===== src/rtl/alu_share_ctrl.sv =====
// Round-robin sequencer sharing one combinational ALU between two requesters.
// Optional per-requester accept counters when ALU_SHARE_STATS_EN is defined.
module alu_share_ctrl #(
  parameter int unsigned W         = 19,
  parameter int unsigned LAT_SHORT = 1,
  parameter int unsigned LAT_LONG  = 4
) (
  input  logic         clk,
  input  logic         rst_n,
  input  logic         req_valid0,
  output logic         req_ready0,
  input  logic [W-1:0] req_a0,
  input  logic [W-1:0] req_b0,
  input  logic [2:0]   req_op0,
  input  logic         req_valid1,
  output logic         req_ready1,
  input  logic [W-1:0] req_a1,
  input  logic [W-1:0] req_b1,
  input  logic [2:0]   req_op1,
  output logic         rsp_valid0,
  input  logic         rsp_ready0,
  output logic         rsp_valid1,
  input  logic         rsp_ready1,
  output logic [W-1:0] rsp_result,
  output logic [2:0]   rsp_flags,
  output logic         rsp_err,
  output logic [W-1:0] alu_a,
  output logic [W-1:0] alu_b,
  output logic [2:0]   alu_ctrl,
  input  logic [W-1:0] alu_result,
  input  logic [2:0]   alu_flags
`ifdef ALU_SHARE_STATS_EN
  ,
  output logic [15:0]  grant_cnt0,
  output logic [15:0]  grant_cnt1
`endif
);

  localparam int unsigned CNT_W  = $clog2(LAT_LONG + 1);
  localparam logic [2:0]  OP_ILL = 3'b111;

  typedef enum logic [1:0] {
    S_IDLE = 2'd0,
    S_EXEC = 2'd1,
    S_RESP = 2'd2
  } state_e;

  state_e           state_q, state_d;
  logic [CNT_W-1:0] cnt_q, cnt_d;
  logic             last_q, last_d;
  logic             owner_q, owner_d;
  logic             ill_q, ill_d;
  logic [W-1:0]     alu_a_q, alu_a_d;
  logic [W-1:0]     alu_b_q, alu_b_d;
  logic [2:0]       alu_ctrl_q, alu_ctrl_d;
  logic             rsp_valid0_q, rsp_valid0_d;
  logic             rsp_valid1_q, rsp_valid1_d;
  logic [W-1:0]     rsp_result_q, rsp_result_d;
  logic [2:0]       rsp_flags_q, rsp_flags_d;
  logic             rsp_err_q, rsp_err_d;

  logic             gnt0, gnt1, acc, sel;
  logic [W-1:0]     sel_a, sel_b;
  logic [2:0]       sel_op;
  logic             sel_long;

  // Round robin: a lone requester wins; on contention the one not served last wins.
  assign gnt0     = req_valid0 && (!req_valid1 || last_q);
  assign gnt1     = req_valid1 && (!req_valid0 || !last_q);
  assign acc      = (state_q == S_IDLE) && (gnt0 || gnt1);
  assign sel      = gnt1;
  assign sel_a    = sel ? req_a1 : req_a0;
  assign sel_b    = sel ? req_b1 : req_b0;
  assign sel_op   = sel ? req_op1 : req_op0;
  assign sel_long = (sel_op == 3'b010) || (sel_op == 3'b011) || (sel_op == 3'b100);

  // Ready is held low during reset so every output reads 0 while rst_n is asserted.
  assign req_ready0 = rst_n && (state_q == S_IDLE) && gnt0;
  assign req_ready1 = rst_n && (state_q == S_IDLE) && gnt1;

  always_comb begin
    state_d      = state_q;
    cnt_d        = cnt_q;
    last_d       = last_q;
    owner_d      = owner_q;
    ill_d        = ill_q;
    alu_a_d      = alu_a_q;
    alu_b_d      = alu_b_q;
    alu_ctrl_d   = alu_ctrl_q;
    rsp_valid0_d = rsp_valid0_q;
    rsp_valid1_d = rsp_valid1_q;
    rsp_result_d = rsp_result_q;
    rsp_flags_d  = rsp_flags_q;
    rsp_err_d    = rsp_err_q;

    case (state_q)
      S_IDLE: begin
        if (acc) begin
          last_d  = sel;
          owner_d = sel;
          state_d = S_EXEC;
          // Illegal ops leave the ALU untouched and report after one cycle.
          if (sel_op == OP_ILL) begin
            ill_d = 1'b1;
            cnt_d = CNT_W'(0);
          end else begin
            ill_d      = 1'b0;
            alu_a_d    = sel_a;
            alu_b_d    = sel_b;
            alu_ctrl_d = sel_op;
            cnt_d      = sel_long ? CNT_W'(LAT_LONG - 1) : CNT_W'(LAT_SHORT - 1);
          end
        end
      end

      S_EXEC: begin
        if (cnt_q == '0) begin
          if (ill_q) begin
            rsp_result_d = '0;
            rsp_flags_d  = 3'b000;
            rsp_err_d    = 1'b1;
          end else begin
            rsp_result_d = alu_result;
            rsp_flags_d  = alu_flags;
            rsp_err_d    = 1'b0;
          end
          rsp_valid0_d = !owner_q;
          rsp_valid1_d = owner_q;
          state_d      = S_RESP;
        end else begin
          cnt_d = cnt_q - CNT_W'(1);
        end
      end

      S_RESP: begin
        if (owner_q ? rsp_ready1 : rsp_ready0) begin
          rsp_valid0_d = 1'b0;
          rsp_valid1_d = 1'b0;
          state_d      = S_IDLE;
        end
      end

      default: begin
        state_d      = S_IDLE;
        rsp_valid0_d = 1'b0;
        rsp_valid1_d = 1'b0;
      end
    endcase
  end

  always_ff @(posedge clk or negedge rst_n) begin
    if (!rst_n) begin
      state_q      <= S_IDLE;
      cnt_q        <= '0;
      last_q       <= 1'b1;
      owner_q      <= 1'b0;
      ill_q        <= 1'b0;
      alu_a_q      <= '0;
      alu_b_q      <= '0;
      alu_ctrl_q   <= 3'b000;
      rsp_valid0_q <= 1'b0;
      rsp_valid1_q <= 1'b0;
      rsp_result_q <= '0;
      rsp_flags_q  <= 3'b000;
      rsp_err_q    <= 1'b0;
    end else begin
      state_q      <= state_d;
      cnt_q        <= cnt_d;
      last_q       <= last_d;
      owner_q      <= owner_d;
      ill_q        <= ill_d;
      alu_a_q      <= alu_a_d;
      alu_b_q      <= alu_b_d;
      alu_ctrl_q   <= alu_ctrl_d;
      rsp_valid0_q <= rsp_valid0_d;
      rsp_valid1_q <= rsp_valid1_d;
      rsp_result_q <= rsp_result_d;
      rsp_flags_q  <= rsp_flags_d;
      rsp_err_q    <= rsp_err_d;
    end
  end

  assign alu_a      = alu_a_q;
  assign alu_b      = alu_b_q;
  assign alu_ctrl   = alu_ctrl_q;
  assign rsp_valid0 = rsp_valid0_q;
  assign rsp_valid1 = rsp_valid1_q;
  assign rsp_result = rsp_result_q;
  assign rsp_flags  = rsp_flags_q;
  assign rsp_err    = rsp_err_q;

`ifdef ALU_SHARE_STATS_EN
  logic [15:0] grant_cnt0_q, grant_cnt0_d;
  logic [15:0] grant_cnt1_q, grant_cnt1_d;

  // Saturating accept counters.
  always_comb begin
    grant_cnt0_d = grant_cnt0_q;
    grant_cnt1_d = grant_cnt1_q;
    if (acc && !sel && (grant_cnt0_q != 16'hFFFF)) grant_cnt0_d = grant_cnt0_q + 16'd1;
    if (acc &&  sel && (grant_cnt1_q != 16'hFFFF)) grant_cnt1_d = grant_cnt1_q + 16'd1;
  end

  always_ff @(posedge clk or negedge rst_n) begin
    if (!rst_n) begin
      grant_cnt0_q <= 16'd0;
      grant_cnt1_q <= 16'd0;
    end else begin
      grant_cnt0_q <= grant_cnt0_d;
      grant_cnt1_q <= grant_cnt1_d;
    end
  end

  assign grant_cnt0 = grant_cnt0_q;
  assign grant_cnt1 = grant_cnt1_q;
`endif

endmodule

===== config.mk =====
export PLATFORM = sky130hd
export DESIGN_NAME = alu_share_ctrl
export DESIGN_NICKNAME = d
export VERILOG_FILES = /design/src/rtl/alu_share_ctrl.sv
export SDC_FILE = /design/constraint.sdc
export NUM_CORES = 1
export LEC_CHECK = 0
export CAP_MARGIN = 5
export CORE_MARGIN = 2
export CORE_UTILIZATION = 40
export DETAILED_ROUTE_END_ITERATION = 10
export HOLD_SLACK_MARGIN = 0.12
export PLACE_DENSITY = 0.81
export SKIP_LAST_GASP = 1
export SLEW_MARGIN = 20
export SYNTH_ARGS = -nofsm -noshare
export SYNTH_HDL_FRONTEND = slang
export SYNTH_SLANG_ARGS = --single-unit

===== constraint.sdc =====
create_clock -name clk -period 2.3 [get_ports clk]
set_clock_uncertainty 0.05 [all_clocks]
set_input_delay 0.345 -clock clk [delete_from_list [all_inputs] [get_ports clk]]
set_output_delay 0.345 -clock clk [all_outputs]
set_load 0.02 [all_outputs]

==> results, run 1 <==
- The post-CTS setup-driven buffer insertion count is 0.
- The number of standard cells after synthesis is 349.
- Gates resized during post-CTS repair numbered 0.
- The type of origin of the critical path is an input pin.
- The die extent in y is 96.4 um.
- 0 antenna diodes ended up in the layout.
- Setup violations remaining at the end of the flow were counted as 0.
- In this run the count of I/O pins placed on the die edge is 178.
- On the critical path, the stage with the largest delay is an instance of sky130_fd_sc_hd__clkdlybuf4s50_1.
- Hold is met by 200 ps.
- Timing would allow up to 444 MHz.
- The via count of the first global-routing pass came to 3,090.
- Setup repair after global routing left no endpoint under its margin.
- The shortest clock period the worst path allows after layout is 2250 ps.
- The total of max-cap violations is 0.
- After synthesis, the share of flip-flops with an asynchronous set or reset is 1.00.
- The flow ran to the end, and the final reports show no timing, DRC or antenna violations.
- The leakage power summed over all cells is 2.42 nW.
- The total area inside the core boundary comes to 8260 um2.
- From synthesis to final layout, the design area changed by 60.4%.
- The number of design-rule violations left by the first detailed-router iteration is 68.
- The total standard cell area after synthesis is 3410 um2.
- The share of total power dissipated in sequential elements is 0.342.
- When the netlist entered floorplanning its net count stood at 461.
- The biggest area consumer among synthesized cells is sky130_fd_sc_hd__dfrtp_1.
- The share of total power dissipated in combinational logic is 0.528.
- The wire length on met1 is 3750 um.
- The detailed-route via count is 3,157.
- The multi-input combinational cell area is 1290 um2.
- The count of placed standard cells in the final layout, fillers left out is 635.
- The count of pins over their slew limit is 0.
- The met3 wire length is 804 um.
- The area enclosed by the die boundary is 9290 um2.
- By area, the combinational part of the netlist is dominated by compound AO/OA/AOI/OAI gates.
- Sorting the synthesized cells by area gives the leading types as sky130_fd_sc_hd__dfrtp_1 (54%), sky130_fd_sc_hd__o22ai_2 (7.3%), sky130_fd_sc_hd__a21oi_1 (6.0%), sky130_fd_sc_hd__inv_1 (4.7%), sky130_fd_sc_hd__nand2_1 (4.6%).
- The final-report hold violation count is 0.
- Detailed routing placed a total of 4650 um of wire on met2.
- The total number of H-tree levels is 3.
- The simple-gate share of the synthesized area is 0.127.
- In the post-synthesis netlist, the cell with the most instances is sky130_fd_sc_hd__dfrtp_1.
- The clock net in this run drives a total of 74 sinks.
- The total power per unit cell area is 1220 nW/um2.
- In this run the worst path has a maximum fanout of 6.
- The clock root buffer is sky130_fd_sc_hd__clkbuf_8.
- The width of the die is 96.4 um.
- In the synthesized netlist, the cells that appear most often are sky130_fd_sc_hd__dfrtp_1 (73), sky130_fd_sc_hd__inv_1 (43), sky130_fd_sc_hd__nand2_1 (42).
- The count of filler cells inserted in the layout is 678.
- For this run, the total global-route usage over all layers was measured as 0.202.
- The total iterations of the first detailed-routing run is 4.
- The highest layer used for signal routing is met4.
- The arrival time at the worst endpoint is 1860 ps.
- The ratio of final minimum period to clock period is 0.979.
- The total global routing overflow is 0.
- The row count is 33.
- Detailed placement ended at an HPWL of 6840 um.
- The ratio of cells with drive above 1 in the final layout is 0.0887.
- The routed design has 9330 um of wire.
- After clock tree synthesis, the flow added hold-fix buffers numbering 0.
- The tightest slew margin relative to the limit is 0.387.
- The number of nets in the layout is 637.
- The area share of the largest cell type after synthesis is 0.535.
- The top flip-flop cell by instance count after synthesis is sky130_fd_sc_hd__dfrtp_1.
- Of the post-synthesis cell area, the part taken by muxes is 0.00587.
- The number of antenna violations at the first check in global routing is 0.
- The maximum VDD drop is 0.521 mV.
- Cell internal power was estimated by the tool at 4.00 mW.
- Clock-pin slew was measured on the worst setup and hold paths at 70 ps.
- The endpoint class of the critical path is an output port.
- By startpoint and endpoint, the worst setup path is classified as in -> out.
- The average detailed-routed wire length per instance is 14.7 um.
- The footprint of the flip-flops and latches is 1850 um2.
- The number of synthesized flops with an enable pin is 0.
- The cell occurring most often along the worst timing path is sky130_fd_sc_hd__clkdlybuf4s50_1.
- The transition time of the tightest slew-check pin is 920 ps.
- The signal on the critical path passes through clkdlybuf4s50_1 > a21bo_2 > nor2_1 > clkdlybuf4s50_1.
- The synthesized design contains 74 register bits.
- The number of clock buffers added by TritonCTS is 9.
- The count of nets left with antenna violations once routing finished came out at 0.
- The adder and majority cell fraction of the synthesized area is 0.00733.
- The switching fraction of total power is 0.399.
- Of the total power, the clock network draws 0.130.
- The number of remaining DRC errors is 0.
- The CTS tree is yes.
- Dividing the synthesized area by the synthesized cell count gives 9.78 um2.
- At the end of routability-driven placement, the weighted congestion stood at 0.830.
- The path class of the tightest hold or removal check is in -> async.
- The clock latency of the later-clocked register in the worst-skew pair is 330 ps.
- The data required time at the worst endpoint is 1900 ps.
- The via density per instance is 4.97.
- Summed over all nets, the switching power comes to 2.66 mW.
- In this run, placement finished with an instance count of 619.
- At the end of the flow the core is filled with cells to 0.663.
- Entering global routing, the biggest net connects 75 pins.
- The compound-gate portion of the synthesized area is 0.239.
- The first global-routing pass estimated 14,500 um of wire.
- The number of library cell types mapped by synthesis is 34.
- The number of warnings reported in the yosys synthesis log is 0.
- The setup TNS is 0 ps.
- The xor/xnor cell area share of the yosys netlist is 0.
- In this run the tool buffered the top-level ports with 177 buffer cells.
- The buffer depth of the longest clock path is 2.
- The effective utilization at floorplan is 0.413.
- The biggest cell delay along the critical path is 610 ps.
- The sequential element share of the synthesized area is 0.543.
==> cell usage in the layout (no fill, tap or decap), types with 2 or more instances in the layout <==
cell	netlist	routed
sky130_fd_sc_hd__clkdlybuf4s50_1	0	176
sky130_fd_sc_hd__dfrtp_1	73	73
sky130_fd_sc_hd__inv_1	43	43
sky130_fd_sc_hd__nand2_1	42	42
sky130_fd_sc_hd__a21oi_1	41	41
sky130_fd_sc_hd__o21ai_0	25	25
sky130_fd_sc_hd__nand2b_1	23	23
sky130_fd_sc_hd__o22ai_2	20	20
sky130_fd_sc_hd__o22ai_1	19	19
sky130_fd_sc_hd__clkbuf_8	0	10
sky130_fd_sc_hd__nor2_1	9	9
sky130_fd_sc_hd__buf_4	0	6
sky130_fd_sc_hd__nor2b_1	5	5
sky130_fd_sc_hd__nand3_1	3	3
sky130_fd_sc_hd__a31oi_1	3	3
sky130_fd_sc_hd__clkbuf_1	13	3
sky130_fd_sc_hd__clkinv_2	0	3
sky130_fd_sc_hd__buf_12	0	3
sky130_fd_sc_hd__a211o_1	2	2
sky130_fd_sc_hd__mux2i_1	2	2
sky130_fd_sc_hd__a32oi_1	2	2
sky130_fd_sc_hd__ha_1	2	2
==> power by group through the flow <==
stage	sequential, mW	combinational, mW	clock (mW)
6_report	2.28	3.51	0.869
5_1_grt	2.36	3.82	0.950
4_1_cts	2.28	3.56	0.896
3_5_place_dp	2.30	3.54	0
3_3_place_gp	2.27	3.45	0
2_1_floorplan	2.85	1.30	0
==> metal layers <==
layer | GRT usage | up-vias
met2 | 0.341 | 123
li1 | - | 1537
met3 | 0.0619 | 13
met5 | 0 | -
met4 | 0.0751 | 0
met1 | 0.242 | 1484
==> logic make-up (layout without fill, tap and decap cells) <==
| logic type | Yosys count | after routing |
|---|---|---|
| DFF | 74 | 74 |
| muxes | 2 | 2 |
| buffers and inverters | 63 | 244 |
| adders and majority gates | 2 | 2 |
| and+or+nand+nor | 89 | 89 |
| AOI/OAI and AO/OA | 119 | 119 |
==> per-stage QoR <==
step                      instance area (um2)  setup slack [ps]  power, mW
after global routing                     5470              6.44       7.12
after global placement                   5310              91.9       5.71
after CTS                                5470              50.1       6.74
after detailed placement                 5310              12.9       5.84
after floorplan                          3410               481       4.15
final                                    5470              48.6       6.66
==> worst paths after layout <==
check | slack (ps) | depth (start not counted) | start | endpoint
max | 50 | 4 | req_valid1 | req_ready1
min | 200 | 2 | rst_n | rsp_err
max reg2reg | 350 | 5 | state_q[1] | alu_ctrl[0]
min reg2reg | 430 | 2 | rsp_result[7] | rsp_result[7]
max in group asynchronous | 1400 | 2 | rst_n | alu_a[7]
min in group clk | 430 | 2 | rsp_result[7] | rsp_result[7]
==> worst max-delay path, delay by kind of cell <==
| family | cells | cell delay [ps] |
|---|---|---|
| buf+inv | 2 | 1160 |
| simple gates | 1 | 80 |
| compound gates | 1 | 260 |
==> area by class of cell <==
class                   instances  area share
well taps                     105      0.0240
repair buffers                185       0.341
multi-input cells             212       0.237
clock inverters                 3     0.00274
flip-flops and latches         74       0.339
clock buffers                  13      0.0272
inverters                      43      0.0295
==> flip-flops by register name, indices dropped and copies added, names as in the netlist <==
register	cells
alu_a	19
alu_b	19
alu_ctrl	3
cnt_q	3
ill_q	1
last_q	1
owner_q	1
rsp_err	1
rsp_flags	3
rsp_result	19
rsp_valid0	1
rsp_valid1	1
state_q	2
Note: power is estimated with default switching activity, not from simulation.
==> inputs of run 2 (changes only) <==
--- a/config.mk
+++ b/config.mk
@@ -5,14 +5,13 @@
 export SDC_FILE = /design/constraint.sdc
 export NUM_CORES = 1
 export LEC_CHECK = 0
-export CAP_MARGIN = 5
 export CORE_MARGIN = 2
 export CORE_UTILIZATION = 40
 export DETAILED_ROUTE_END_ITERATION = 10
 export HOLD_SLACK_MARGIN = 0.12
 export PLACE_DENSITY = 0.81
 export SKIP_LAST_GASP = 1
-export SLEW_MARGIN = 20
+export SLEW_MARGIN = 15
 export SYNTH_ARGS = -nofsm -noshare
 export SYNTH_HDL_FRONTEND = slang
 export SYNTH_SLANG_ARGS = --single-unit
==> results of run 2 <==
No change in the layout: final DEF, timing and power equal those of run 1.
==> inputs of run 3 (changes only) <==
==> constraint.sdc (replaced) <==
create_clock -name clk -period 2.2 [get_ports clk]
set_clock_uncertainty 0.05 [all_clocks]
set_input_delay 0.33 -clock clk [delete_from_list [all_inputs] [get_ports clk]]
set_output_delay 0.33 -clock clk [all_outputs]
set_load 0.02 [all_outputs]
==> results, run 3 (synthesis results as in run 1) <==
- The data required time at the worst endpoint is 2360 ps (was 1900 ps).
- The hold-fix buffer count after cts is 0 (unchanged).
- The setup TNS is 0 ps (unchanged).
- The internal power contribution is 4.32 mW (was 4.00 mW).
- The effective utilization at floorplan came to 0.413 (unchanged).
- The leakage power summed over all cells is 2.47 nW (was 2.42 nW).
- The commonest non-fill, non-tap cell in the layout is sky130_fd_sc_hd__clkdlybuf4s50_1 (unchanged).
- The first-pass GRT wire length is 13,900 um (was 14,500 um).
- The register clock-pin slew on the reported worst setup and hold paths is 90 ps (was 70 ps).
- The count of placed standard cells in the final layout, fillers left out is 638 (was 635).
- The relative area change from synthesis to final layout is 62.2% (was 60.4%).
- The shortest clock period the worst path allows after layout is 1930 ps.
- The quantity of gates resized following cts came to 1 (was 0).
- The ratio of cells with drive above 1 in the final layout was 0.0994 (was 0.0887).
- The total global routing track utilization is 0.195 (was 0.202).
- The largest net degree at the start of global routing was 75 (unchanged).
- The clock root buffer is sky130_fd_sc_hd__clkbuf_8 (unchanged).
- The count of inserted antenna diode cells is 0 (unchanged).
- The number of remaining DRC errors is 0 (unchanged).
- The maximum clock rate is 518 MHz.
- The via density per instance is 4.89 (was 4.97).
- The total iterations of the first detailed-routing run is 4 (unchanged).
- The number of design-rule violations left by the first detailed-router iteration is 74 (was 68).
- The number of nets in the layout is 640 (was 637).
- The total CTS buffers is 9 (unchanged).
- The highest layer used for signal routing is met4 (unchanged).
- Run status: finished clean (unchanged).
- The area enclosed by the die boundary came to 9290 um2 (unchanged).
- The total number of H-tree levels is 3 (unchanged).
- The detailed-route wire length is 9080 um (was 9330 um).
- The number of nets with antenna violations after routing is 0 (unchanged).
- The design area came to 5530 um2 (was 5470 um2).
- The largest fanout of any net on the critical path is 38 (was 6).
- The endpoint class of the critical path is a flip-flop (was output port).
- The type of origin of the critical path was a flip-flop (was input pin).
- The number of antenna violations at the first check in global routing is 0 (unchanged).
- The switching component of the power is 2.78 mW (was 2.66 mW).
- The placed wire-length estimate is 6720 um (was 6840 um).
- The total global routing overflow came to 0 (unchanged).
- The CTS tree is yes (unchanged).
- The final estimated routing congestion in global placement is 0.819 (was 0.830).
- Commonest non-fill, non-tap cells in the layout: sky130_fd_sc_hd__clkdlybuf4s50_1 (174), sky130_fd_sc_hd__dfrtp_1 (73), sky130_fd_sc_hd__inv_1 (43) (was sky130_fd_sc_hd__clkdlybuf4s50_1 (176), sky130_fd_sc_hd__dfrtp_1 (73), sky130_fd_sc_hd__inv_1 (43)).
- The final-report hold violation count is 0 (unchanged).
- Setup repair after global routing missed its margin: no (unchanged).
- The class of the most critical setup path is reg -> reg (was in -> out).
- The width of the die is 96.4 um (unchanged).
- The top-level port count is 178 (unchanged).
- The count of pins over their slew limit is 0 (unchanged).
- The post-CTS setup-driven buffer insertion count is 0 (unchanged).
- The placed instance area is 5330 um2 (was 5310 um2).
- The count of clock tree sinks came to 74 (unchanged).
- The number of I/O port buffers is 177 (unchanged).
- The maximum VDD drop is 0.635 mV (was 0.521 mV).
- The floorplan core area is 8260 um2 (unchanged).
- The via count of the first global-routing pass came to 3,014 (was 3,090).
- The average detailed-routed wire length per instance is 14.2 um (was 14.7 um).
- Of the available clock period, the critical path in the final layout requires 0.877.
- The arrival time at the worst endpoint is 2090 ps (was 1860 ps).
- The wire length on met1 was 3570 um (was 3750 um).
- The combinational fraction of design power came to 0.516 (was 0.528).
- The die extent in y is 96.4 um (unchanged).
- The met3 wire length is 834 um (was 804 um).
- The part of the power in registers was 0.334 (was 0.342).
- The row count is 33 (unchanged).
- The cell count after placement is 622 (was 619).
- The part of the power in the clock network is 0.149 (was 0.130).
- The total met2 wirelength after detailed routing is 4550 um (was 4650 um).
- The clock latency of the later-clocked register in the worst-skew pair is 330 ps (about the same).
- The tightest slew margin relative to the limit is 0.390 (was 0.387).
- The total power per unit cell area is 1280 nW/um2 (was 1220 nW/um2).
- The total setup violations reported at the end of the flow is 0 (unchanged).
- The transition time of the tightest slew-check pin was 914 ps (was 920 ps).
- The worst min-delay path category is in -> async (unchanged).
- The total of max-cap violations came to 0 (unchanged).
- The detailed-route via count came to 3,123 (was 3,157).
- The buffer depth of the longest clock path is 2 (unchanged).
- The switching fraction of total power is 0.392 (was 0.399).
[run 3: cell types whose count changed in the layout (fill, tap and decap cells not counted), sizes merged]
cell           delta
buf               +3
clkbuf            -3
clkdlybuf4s50     -2
bufinv            +1
clkinvlp          +1
dlygate4sd2       +1
dlymetal6s2s      +1
inv               +1
[run 3: final cells by class]
type                    count  area (um2)
inverters                  43         161
clock buffers              10         138
multi-input cells         212        1290
well taps                 105         131
fillers                   649        2720
clock inverters             6        65.1
repair buffers            188        1890
flip-flops and latches     74        1850
[run 3: per-stage QoR]
stage / setup slack (ps) / hold slack, ps / power, mW / util
5_1_grt: 222 / 244 / 7.61 / 0.670
6_report: 270 / 176 / 7.10 / 0.670
3_5_place_dp: -0.908 / 414 / 6.11 / 0.645
4_1_cts: 6.43 / 214 / 7.19 / 0.670
2_1_floorplan: 381 / -15.6 / 4.34 / -
3_3_place_gp: 28.4 / 412 / 5.99 / 0.645
[run 3: path summary, 6_finish.rpt]
kind / startpoint / end / slack [ps] / cells past startpoint
max: state_q[1] / alu_a[4] / 270 / 5
min: rst_n / rsp_valid0 / 180 / 2
max reg2reg: state_q[1] / alu_a[4] / 270 / 5
min reg2reg: rsp_err / rsp_err / 430 / 2
max in group asynchronous: rst_n / alu_b[6] / 1320 / 2
min in group clk: rsp_err / rsp_err / 430 / 2
[run 3: critical path, stage by stage (launching register included)]
cell and delay [ps]:
sky130_fd_sc_hd__dfrtp_1 450, sky130_fd_sc_hd__or2_1 280, sky130_fd_sc_hd__or4_4 560, sky130_fd_sc_hd__buf_12 190, sky130_fd_sc_hd__o22ai_2 180, sky130_fd_sc_hd__a21oi_1 60
[run 3: per-layer routing]
metal | vias up | global-route usage
li1 | 1543 | -
met1 | 1437 | 0.224
met2 | 130 | 0.337
met3 | 13 | 0.0689
met4 | 0 | 0.0634
met5 | - | 0
[run 3: power by group through the flow]
stage	Clock, mW	Combinational (mW)	Sequential [mW]
6_report	1.06	3.66	2.37
5_1_grt	1.16	3.99	2.46
4_1_cts	1.10	3.71	2.38
3_5_place_dp	0	3.70	2.40
3_3_place_gp	0	3.63	2.36
2_1_floorplan	0	1.36	2.98
